$ cat config.mk
export PLATFORM = sky130hd
export DESIGN_NAME = nx_stat_event_collector
export DESIGN_NICKNAME = d
export VERILOG_FILES = /design/src/rtl/nx_stat_counter_pkg.sv /design/src/rtl/nx_stat_event_collector_rr_arb.sv /design/src/rtl/nx_stat_event_collector.sv
export SDC_FILE = /design/constraint.sdc
export NUM_CORES = 1
export LEC_CHECK = 0
export CAP_MARGIN = 20
export CELL_PAD_IN_SITES_DETAIL_PLACEMENT = 1
export CELL_PAD_IN_SITES_GLOBAL_PLACEMENT = 1
export CORE_MARGIN = 1
export CORE_UTILIZATION = 30
export CTS_BUF_LIST = sky130_fd_sc_hd__clkbuf_16
export DETAILED_ROUTE_END_ITERATION = 12
export GPL_TIMING_DRIVEN = 0
export PLACE_DENSITY = 0.69
export SLEW_MARGIN = 20
export SYNTH_ARGS = -nofsm -noshare
export SYNTH_HDL_FRONTEND = slang
export SYNTH_SLANG_ARGS = --single-unit
$ cat constraint.sdc
create_clock -name i_clk -period 3 [get_ports i_clk]
set_input_delay 0.6 -clock i_clk [delete_from_list [all_inputs] [get_ports i_clk]]
set_output_delay 0.6 -clock i_clk [all_outputs]
set_load 0.005 [all_outputs]
$ cat src/rtl/nx_stat_counter_pkg.sv
// Shared stat counter types: controller op codes plus the event collector's slot and CSR types.
package nx_stat_counter;

  typedef enum logic [1:0] {
    COUNT      = 2'd0,
    READ       = 2'd1,
    READ_CLEAR = 2'd2,
    WRITE      = 2'd3
  } counter_op_e;

  localparam int unsigned STAT_N_ENTRIES = 1024;
  localparam int unsigned STAT_ADDR_W    = $clog2(STAT_N_ENTRIES);
  localparam int unsigned STAT_TOTAL_W   = 102;
  localparam int unsigned STAT_INC_W     = 15;
  localparam int unsigned STAT_F1_W      = 14;
  localparam int unsigned STAT_F1_LSB    = 32;

  localparam int unsigned STAT_ID_EVENT = 0;
  localparam int unsigned STAT_ID_CSR   = 1;

  typedef struct packed {
    logic [STAT_ADDR_W-1:0] addr;
    logic [STAT_INC_W-1:0]  inc;
  } stat_slot_t;

  typedef enum logic [1:0] {
    IDLE  = 2'd0,
    ISSUE = 2'd1,
    WAIT  = 2'd2,
    RESP  = 2'd3
  } csr_state_e;

  // Per-field saturating add: bit 0 is a 1-bit field, bits [14:1] a 14-bit field.
  function automatic logic [STAT_INC_W-1:0] stat_inc_merge(input logic [STAT_INC_W-1:0] a,
                                                           input logic [STAT_INC_W-1:0] b);
    logic [STAT_F1_W:0] f1_sum;
    logic               f0;
    f0     = a[0] | b[0];
    f1_sum = {1'b0, a[STAT_INC_W-1:1]} + {1'b0, b[STAT_INC_W-1:1]};
    return {f1_sum[STAT_F1_W] ? {STAT_F1_W{1'b1}} : f1_sum[STAT_F1_W-1:0], f0};
  endfunction

endpackage

$ cat src/rtl/nx_stat_event_collector_rr_arb.sv
// N-way round-robin arbiter; search starts at the pointer, which moves past the grant on advance.
module nx_rr_arb #(
  parameter int unsigned N = 4,
  localparam int unsigned IW = (N > 1) ? $clog2(N) : 1
) (
  input  logic          i_clk,
  input  logic          i_rst_n,
  input  logic [N-1:0]  i_req,
  input  logic          i_advance,
  output logic          o_valid,
  output logic [N-1:0]  o_grant,
  output logic [IW-1:0] o_grant_idx
);

  logic [IW-1:0] r_ptr;
  int unsigned   w_idx;

  always_comb begin
    o_valid     = 1'b0;
    o_grant_idx = r_ptr;
    w_idx       = 0;
    for (int unsigned k = 0; k < N; k++) begin
      w_idx = (r_ptr + k) % N;
      if (!o_valid && i_req[IW'(w_idx)]) begin
        o_valid     = 1'b1;
        o_grant_idx = IW'(w_idx);
      end
    end
    o_grant = o_valid ? (N'(1) << o_grant_idx) : '0;
  end

  always_ff @(posedge i_clk or negedge i_rst_n) begin
    if (!i_rst_n) begin
      r_ptr <= '0;
    end else if (i_advance && o_valid) begin
      r_ptr <= (o_grant_idx == IW'(N - 1)) ? '0 : o_grant_idx + IW'(1);
    end
  end

endmodule

$ cat src/rtl/nx_stat_event_collector.sv
// Event collector in front of the stat counter controller: per-client slots, RR arbitration, CSR mux.
// Optional same-address merging of held events: define NX_STAT_EVENT_COALESCE_EN.
module nx_stat_event_collector
  import nx_stat_counter::*;
#(
  parameter int unsigned N_CLIENTS   = 4,
  parameter int unsigned N_ENTRIES   = STAT_N_ENTRIES,
  parameter int unsigned TOTAL_WIDTH = STAT_TOTAL_W,
  parameter int unsigned INC_WIDTH   = STAT_INC_W,
  parameter int unsigned ID_WIDTH    = 1,
  localparam int unsigned AW = $clog2(N_ENTRIES),
  localparam int unsigned CW = (N_CLIENTS > 1) ? $clog2(N_CLIENTS) : 1
) (
  input  logic                           i_clk,
  input  logic                           i_rst_n,
  input  logic [N_CLIENTS-1:0]           i_ev_valid,
  output logic [N_CLIENTS-1:0]           o_ev_ready,
  input  logic [N_CLIENTS*AW-1:0]        i_ev_addr,
  input  logic [N_CLIENTS*INC_WIDTH-1:0] i_ev_inc,
  input  logic                           i_csr_valid,
  output logic                           o_csr_ready,
  input  counter_op_e                    i_csr_op,
  input  logic [AW-1:0]                  i_csr_addr,
  input  logic [TOTAL_WIDTH-1:0]         i_csr_wdata,
  output logic                           o_csr_rsp_valid,
  input  logic                           i_csr_rsp_ready,
  output logic [TOTAL_WIDTH-1:0]         o_csr_rsp_data,
  output logic                           o_req_valid,
  input  logic                           i_req_ready,
  output logic [AW-1:0]                  o_req_addr,
  output logic [TOTAL_WIDTH-1:0]         o_req_data,
  output logic [ID_WIDTH-1:0]            o_req_id,
  output counter_op_e                    o_req_op,
  input  logic                           i_rsp_valid,
  output logic                           o_rsp_ready,
  input  logic [TOTAL_WIDTH-1:0]         i_rsp_data,
  input  logic [ID_WIDTH-1:0]            i_rsp_id
);

  localparam logic SLOT_EMPTY = 1'b0;
  localparam logic SLOT_HELD  = 1'b1;

  logic [N_CLIENTS-1:0] r_slot_state;
  stat_slot_t           r_slot [N_CLIENTS];
  stat_slot_t           w_ev_slot [N_CLIENTS];
  logic [N_CLIENTS-1:0] w_slot_held;
  logic [N_CLIENTS-1:0] w_ev_accept;
  logic [N_CLIENTS-1:0] w_take_vec;

  logic                 r_req_valid;
  logic [AW-1:0]        r_req_addr;
  logic [TOTAL_WIDTH-1:0] r_req_data;
  logic [ID_WIDTH-1:0]  r_req_id;
  counter_op_e          r_req_op;

  csr_state_e           r_csr_state;
  counter_op_e          r_csr_op;
  logic [AW-1:0]        r_csr_addr;
  logic [TOTAL_WIDTH-1:0] r_csr_wdata;
  logic [TOTAL_WIDTH-1:0] r_csr_rsp_data;

  logic                 w_arb_valid;
  logic [N_CLIENTS-1:0] w_grant;
  logic [CW-1:0]        w_grant_idx;
  logic                 w_load;
  logic                 w_csr_in_stage;
  logic                 w_csr_pending;
  logic                 w_take;
  stat_slot_t           w_sel;
  logic [TOTAL_WIDTH-1:0] w_ev_data;

  always_comb begin
    for (int i = 0; i < N_CLIENTS; i++) begin
      w_ev_slot[i].addr = i_ev_addr[i*AW +: AW];
      w_ev_slot[i].inc  = i_ev_inc[i*INC_WIDTH +: INC_WIDTH];
      w_slot_held[i]    = (r_slot_state[i] == SLOT_HELD);
    end
  end

  nx_rr_arb #(
    .N (N_CLIENTS)
  ) u_arb (
    .i_clk       (i_clk),
    .i_rst_n     (i_rst_n),
    .i_req       (w_slot_held),
    .i_advance   (w_take),
    .o_valid     (w_arb_valid),
    .o_grant     (w_grant),
    .o_grant_idx (w_grant_idx)
  );

  // The output stage refills whenever it is empty or handing off this cycle.
  assign w_load         = !r_req_valid || i_req_ready;
  assign w_csr_in_stage = r_req_valid && (r_req_id == ID_WIDTH'(STAT_ID_CSR));
  assign w_csr_pending  = (r_csr_state == ISSUE) && !w_csr_in_stage;
  assign w_take         = w_load && !w_csr_pending && w_arb_valid;
  assign w_sel          = r_slot[w_grant_idx];

  always_comb begin
    w_ev_data = '0;
    w_ev_data[0] = w_sel.inc[0];
    w_ev_data[STAT_F1_LSB +: STAT_F1_W] = w_sel.inc[INC_WIDTH-1:1];
  end

  always_comb begin
    for (int i = 0; i < N_CLIENTS; i++) begin
      w_take_vec[i] = w_take && w_grant[i];
`ifdef NX_STAT_EVENT_COALESCE_EN
      o_ev_ready[i] = !w_slot_held[i] || w_take_vec[i] ||
                      (r_slot[i].addr == w_ev_slot[i].addr);
`else
      o_ev_ready[i] = !w_slot_held[i] || w_take_vec[i];
`endif
      w_ev_accept[i] = i_ev_valid[i] && o_ev_ready[i];
    end
  end

  always_ff @(posedge i_clk or negedge i_rst_n) begin
    if (!i_rst_n) begin
      r_slot_state <= {N_CLIENTS{SLOT_EMPTY}};
      for (int i = 0; i < N_CLIENTS; i++) r_slot[i] <= '0;
    end else begin
      for (int i = 0; i < N_CLIENTS; i++) begin
        if (w_ev_accept[i]) begin
          r_slot_state[i] <= SLOT_HELD;
`ifdef NX_STAT_EVENT_COALESCE_EN
          // A slot leaving this cycle takes the new event verbatim; otherwise fold it in.
          if (w_slot_held[i] && !w_take_vec[i]) begin
            r_slot[i].inc <= stat_inc_merge(r_slot[i].inc, w_ev_slot[i].inc);
          end else begin
            r_slot[i] <= w_ev_slot[i];
          end
`else
          r_slot[i] <= w_ev_slot[i];
`endif
        end else if (w_take_vec[i]) begin
          r_slot_state[i] <= SLOT_EMPTY;
        end
      end
    end
  end

  always_ff @(posedge i_clk or negedge i_rst_n) begin
    if (!i_rst_n) begin
      r_req_valid <= 1'b0;
      r_req_addr  <= '0;
      r_req_data  <= '0;
      r_req_id    <= '0;
      r_req_op    <= COUNT;
    end else if (w_load) begin
      if (w_csr_pending) begin
        r_req_valid <= 1'b1;
        r_req_addr  <= r_csr_addr;
        r_req_data  <= r_csr_wdata;
        r_req_id    <= ID_WIDTH'(STAT_ID_CSR);
        r_req_op    <= r_csr_op;
      end else if (w_arb_valid) begin
        r_req_valid <= 1'b1;
        r_req_addr  <= w_sel.addr;
        r_req_data  <= w_ev_data;
        r_req_id    <= ID_WIDTH'(STAT_ID_EVENT);
        r_req_op    <= COUNT;
      end else begin
        r_req_valid <= 1'b0;
      end
    end
  end

  always_ff @(posedge i_clk or negedge i_rst_n) begin
    if (!i_rst_n) begin
      r_csr_state    <= IDLE;
      r_csr_op       <= READ;
      r_csr_addr     <= '0;
      r_csr_wdata    <= '0;
      r_csr_rsp_data <= '0;
    end else begin
      unique case (r_csr_state)
        IDLE: begin
          if (i_csr_valid) begin
            r_csr_state <= ISSUE;
            r_csr_op    <= (i_csr_op == COUNT) ? READ : i_csr_op;
            r_csr_addr  <= i_csr_addr;
            r_csr_wdata <= i_csr_wdata;
          end
        end
        ISSUE: if (w_csr_in_stage && i_req_ready) r_csr_state <= WAIT;
        WAIT: begin
          if (i_rsp_valid && (i_rsp_id == ID_WIDTH'(STAT_ID_CSR))) begin
            r_csr_state    <= RESP;
            r_csr_rsp_data <= i_rsp_data;
          end
        end
        RESP: if (i_csr_rsp_ready) r_csr_state <= IDLE;
        default: r_csr_state <= IDLE;
      endcase
    end
  end

  assign o_csr_ready     = (r_csr_state == IDLE);
  assign o_csr_rsp_valid = (r_csr_state == RESP);
  assign o_csr_rsp_data  = r_csr_rsp_data;
  assign o_rsp_ready     = (i_rsp_id == ID_WIDTH'(STAT_ID_EVENT)) || (r_csr_state == WAIT);

  assign o_req_valid = r_req_valid;
  assign o_req_addr  = r_req_addr;
  assign o_req_data  = r_req_data;
  assign o_req_id    = r_req_id;
  assign o_req_op    = r_req_op;

  a_csr_op_legal : assert property (@(posedge i_clk) disable iff (!i_rst_n)
    !(i_csr_valid && o_csr_ready && (i_csr_op == COUNT)))
    else $error("csr_op COUNT is not a legal CSR access");

endmodule

==> flow_summary.yaml, run 1 <==
clocking:
  cts_hold_buf: 0
  clock_latency_ps: 580
  clock_path_buffers: 3
  clkSlewWorstSetupHoldPaths_ps: 60
  numCtsBuffers: 50
  root_buffer: "clkbuf_16"
  cts_tree: "done"
  clock-sinks: 440
  htree_levels: 2
min_path:
  hp-class: "input port to asynchronous set/reset pin"
synthesis:
  synth_area_mm2: 0.0174
  synth-simple-area-share_pct: 5.51
  syn_avg_cell_area_um2: 14.1
  yosys.area_share.adder_pct: 0.359
  muxShareOfSynthArea_pct: 18.8
  ys_ff_latch: 440
  yosys_warnings: 0
  synth.distinct_cells: 44
  syn-num-nets: 1570
  synth_compound_area_share_pct: 9.43
  synth_xor_xnor_area_share_pct: 0
  async_flop_share_pct: 100
  synth_edf_count: 0
  synthCells: 1238
  ys_seq_area_share_pct: 63.2
  synth_top_family_by_area: "multiplexers"
  synth_ff_type: "dfrtp_1"
critical_path:
  critPathSlowestCell: "or4_4"
  cp-end-kind: "output pin"
  cp_top_family: "simple AND/OR/NAND/NOR gates"
  cp-start-kind: "flip-flop"
  cp_num_buf_inv: 4
  crit_path_frequent_cell: "buf_6"
  crit_required_ps: 2400
  worstPathArrival_ps: 2510
  cpPeakStageDelay_ps: 540
  cp_cell_sequence: "buf_6 > and3b_1 > or4_4 > nand2_4 > buf_6 > ha_4 > inv_2 > o21ai_4 > buf_2"
  cp_max_fo: 4
  critPathKind: "flip-flop to output pin"
global_route:
  grt-ovfl-total: 0
  grt.total_usage_pct: 21.3
  grt_pass1_vias: 14500
  antenna_found_initial: 1
  grt_pass1_wl_mm: 95.1
  grt_start_max_net_pins: 96
cells_and_area:
  mostFrequentLayoutCells: "clkdlybuf4s50_1 (543), dfrtp_1 (436), mux2_2 (225), nand2_1 (159), a22o_1 (89)"
  drive_above_1_share_pct: 22.0
  fin_nets: 2201
  fill_cells: 5910
  final_common_cell: "clkdlybuf4s50_1"
  fin_cells: 2663
  syn2layout_area_growth_pct: 48.4
  fin_area_mm2: 0.0259
sta:
  finClkSkew_ps: 19.4
  setup_tns_ps: -143
  fin_ws_ps: -108
  fin_crit_ps: 3110
  setup_viol: 2
  max_slew.worst_pin.slew_ps: 871
  drv_slew: 0
  hold_viol_final: 0
  period_share_pct: 104
  fmax_ghz: 0.322
  slew_headroom_pct: 41.9
  rsz0062_at_grt: "yes"
job:
  maxCapViolations: 0
status:
  violations: "negative setup slack"
  status: "complete, but fails checks"
place:
  place_congestion: 0.856
  portBuffers: 548
  dp.cells: 2546
  place_area_mm2: 0.0240
  dpl.hpwl_mm: 47.5
pwr:
  power_mw: 27.1
  p_int_mw: 18.5
  leakagePower_nw: 11.3
  vdd_ir_drop_max_uv: 707
  powerDensity_mw_per_mm2: 1050
  power_frac_seq_pct: 38.1
  p_sw_mw: 8.66
  p_sw_share_pct: 32.0
  clock_power_share_pct: 21.4
  pwr-share-comb_pct: 40.5
die:
  die-area_mm2: 0.0591
  start_util_pct: 30.6
  io_pins: 552
  rows: 87
  die_x_um: 243
  die_y_um: 243
  design.core.area_mm2: 0.0569
route:
  routed_via_density: 4.89
  drtIter0Drc: 591
  drc: 0
  detail_route.wl_per_cell_um: 23.7
  ant_nets: 0
  drt-pass1-iter-count: 4
  via_count: 13000
  drt-total-wl_mm: 63.0
-- power groups by stage --
stage	sequential (mW)	clock, mW	combinational [mW]
2_1_floorplan	10.0	0	5.17
3_3_place_gp	10.3	0	10.2
3_5_place_dp	10.4	0	10.5
4_1_cts	10.3	5.96	11.1
5_1_grt	10.7	6.18	11.8
6_report	10.3	5.79	11.0
-- what timing repair did --
| action | in CTS | in global routing |
|---|---|---|
| resized for setup | 49 | 15 |
| pin swaps | 9 | 10 |
| cloned | 0 | 0 |
| buffers inserted | 29 | 4 |
| setup endpoints to repair | 122 | 81 |
-- per-stage QoR --
stage / utilization, % / setup WS, ps / hold slack [ps]
final: 45.4 / -108 / 39.2
after global routing: 45.4 / -169 / 66.3
after detailed placement: 42.1 / -664 / 473
after floorplan: - / 412 / 304
after global placement: 41.9 / -18360 / 467
after CTS: 45.4 / -151 / 36.2
-- cell type report --
class,count,area [µm²],share of cell area [%]
repair buffers,585,5850,22.6
clock inverters,38,264,1.02
well taps,756,946,3.66
diodes,1,2.50,0.00968
inverters,12,47.5,0.184
clock buffers,51,1280,4.93
flip-flops and latches,440,11000,42.6
multi-input cells,692,6030,23.3
plain buffers,88,424,1.64
-- layer usage --
| layer | vias to the layer above | global-route usage, % | share of wire, % |
|---|---|---|---|
| met5 | - | 0 | 0 |
| met4 | 0 | 5.72 | 2.3 |
| met3 | 84 | 3.39 | 4.0 |
| met2 | 352 | 37.3 | 51 |
| met1 | 6831 | 27.1 | 42 |
| li1 | 5759 | - | - |
-- worst paths after layout --
check | start | end | slack [ps] | cells after the start
setup reg to reg | r_slot_state[3]$_DFFE_PN0P_ | o_req_data[65]$_DFFE_PN0P_ | 160 | 8
hold reg to reg | r_csr_op[0]$_DFFE_PN1P_ | r_csr_op[0]$_DFFE_PN1P_ | 480 | 2
max in group asynchronous | i_rst_n | r_slot_state[2]$_DFFE_PN0P_ | 1500 | 3
setup / recovery | r_slot_state[3]$_DFFE_PN0P_ | o_ev_ready[3] | -110 | 9
min in group i_clk | i_ev_valid[2] | r_slot[26]$_DFFE_PN0P_ | 470 | 3
hold / removal | i_rst_n | o_csr_rsp_data[31]$_DFFE_PN0P_ | 40 | 1
-- cell usage after synthesis (2+ instances only) --
cell type,n,share of area [%]
a21oi_1,5,0.14
a221o_1,25,1.4
a22o_1,89,4.5
and3_1,25,0.90
buf_1,6,0.13
buf_2,20,0.57
buf_4,6,0.26
buf_6,4,0.26
clkbuf_1,58,1.2
dfrtp_1,439,63
ha_1,5,0.36
inv_1,11,0.24
mux2_1,16,1.0
mux2_2,225,15
mux4_2,25,3.2
nand2_1,160,3.4
nand2b_1,5,0.18
nand3_1,2,0.057
nor2_1,4,0.086
nor2b_1,4,0.14
nor3_1,2,0.057
o21ai_0,2,0.057
o21ai_1,3,0.086
o22ai_1,75,2.7
o31a_1,2,0.10
or2_2,2,0.072
-- flip-flops by register name, indices dropped and copies added, names as in the netlist --
signal,flops
o_req_id,1
r_csr_addr,10
o_req_valid,1
r_csr_wdata,102
o_req_addr,10
r_csr_op,2
r_slot_state,4
o_req_data,102
r_slot,100
u_arb.r_ptr,2
o_req_op,2
r_csr_state,2
o_csr_rsp_data,102
-- kinds of logic after synthesis --
| group | Yosys count |
|---|---|
| DFF | 440 |
| and+or+nand+nor | 214 |
| muxes | 266 |
| buffers and inverters | 106 |
| AOI/OAI and AO/OA | 207 |
| adders and majority gates | 5 |
Note: power is estimated with default switching activity, not from simulation.
==> run 2, diff against run 1 <==
GPL_ROUTABILITY_DRIVEN = 0   (was unset)
==> results of run 2 <==
The final DEF is identical to that of run 1; final timing and power are the same.
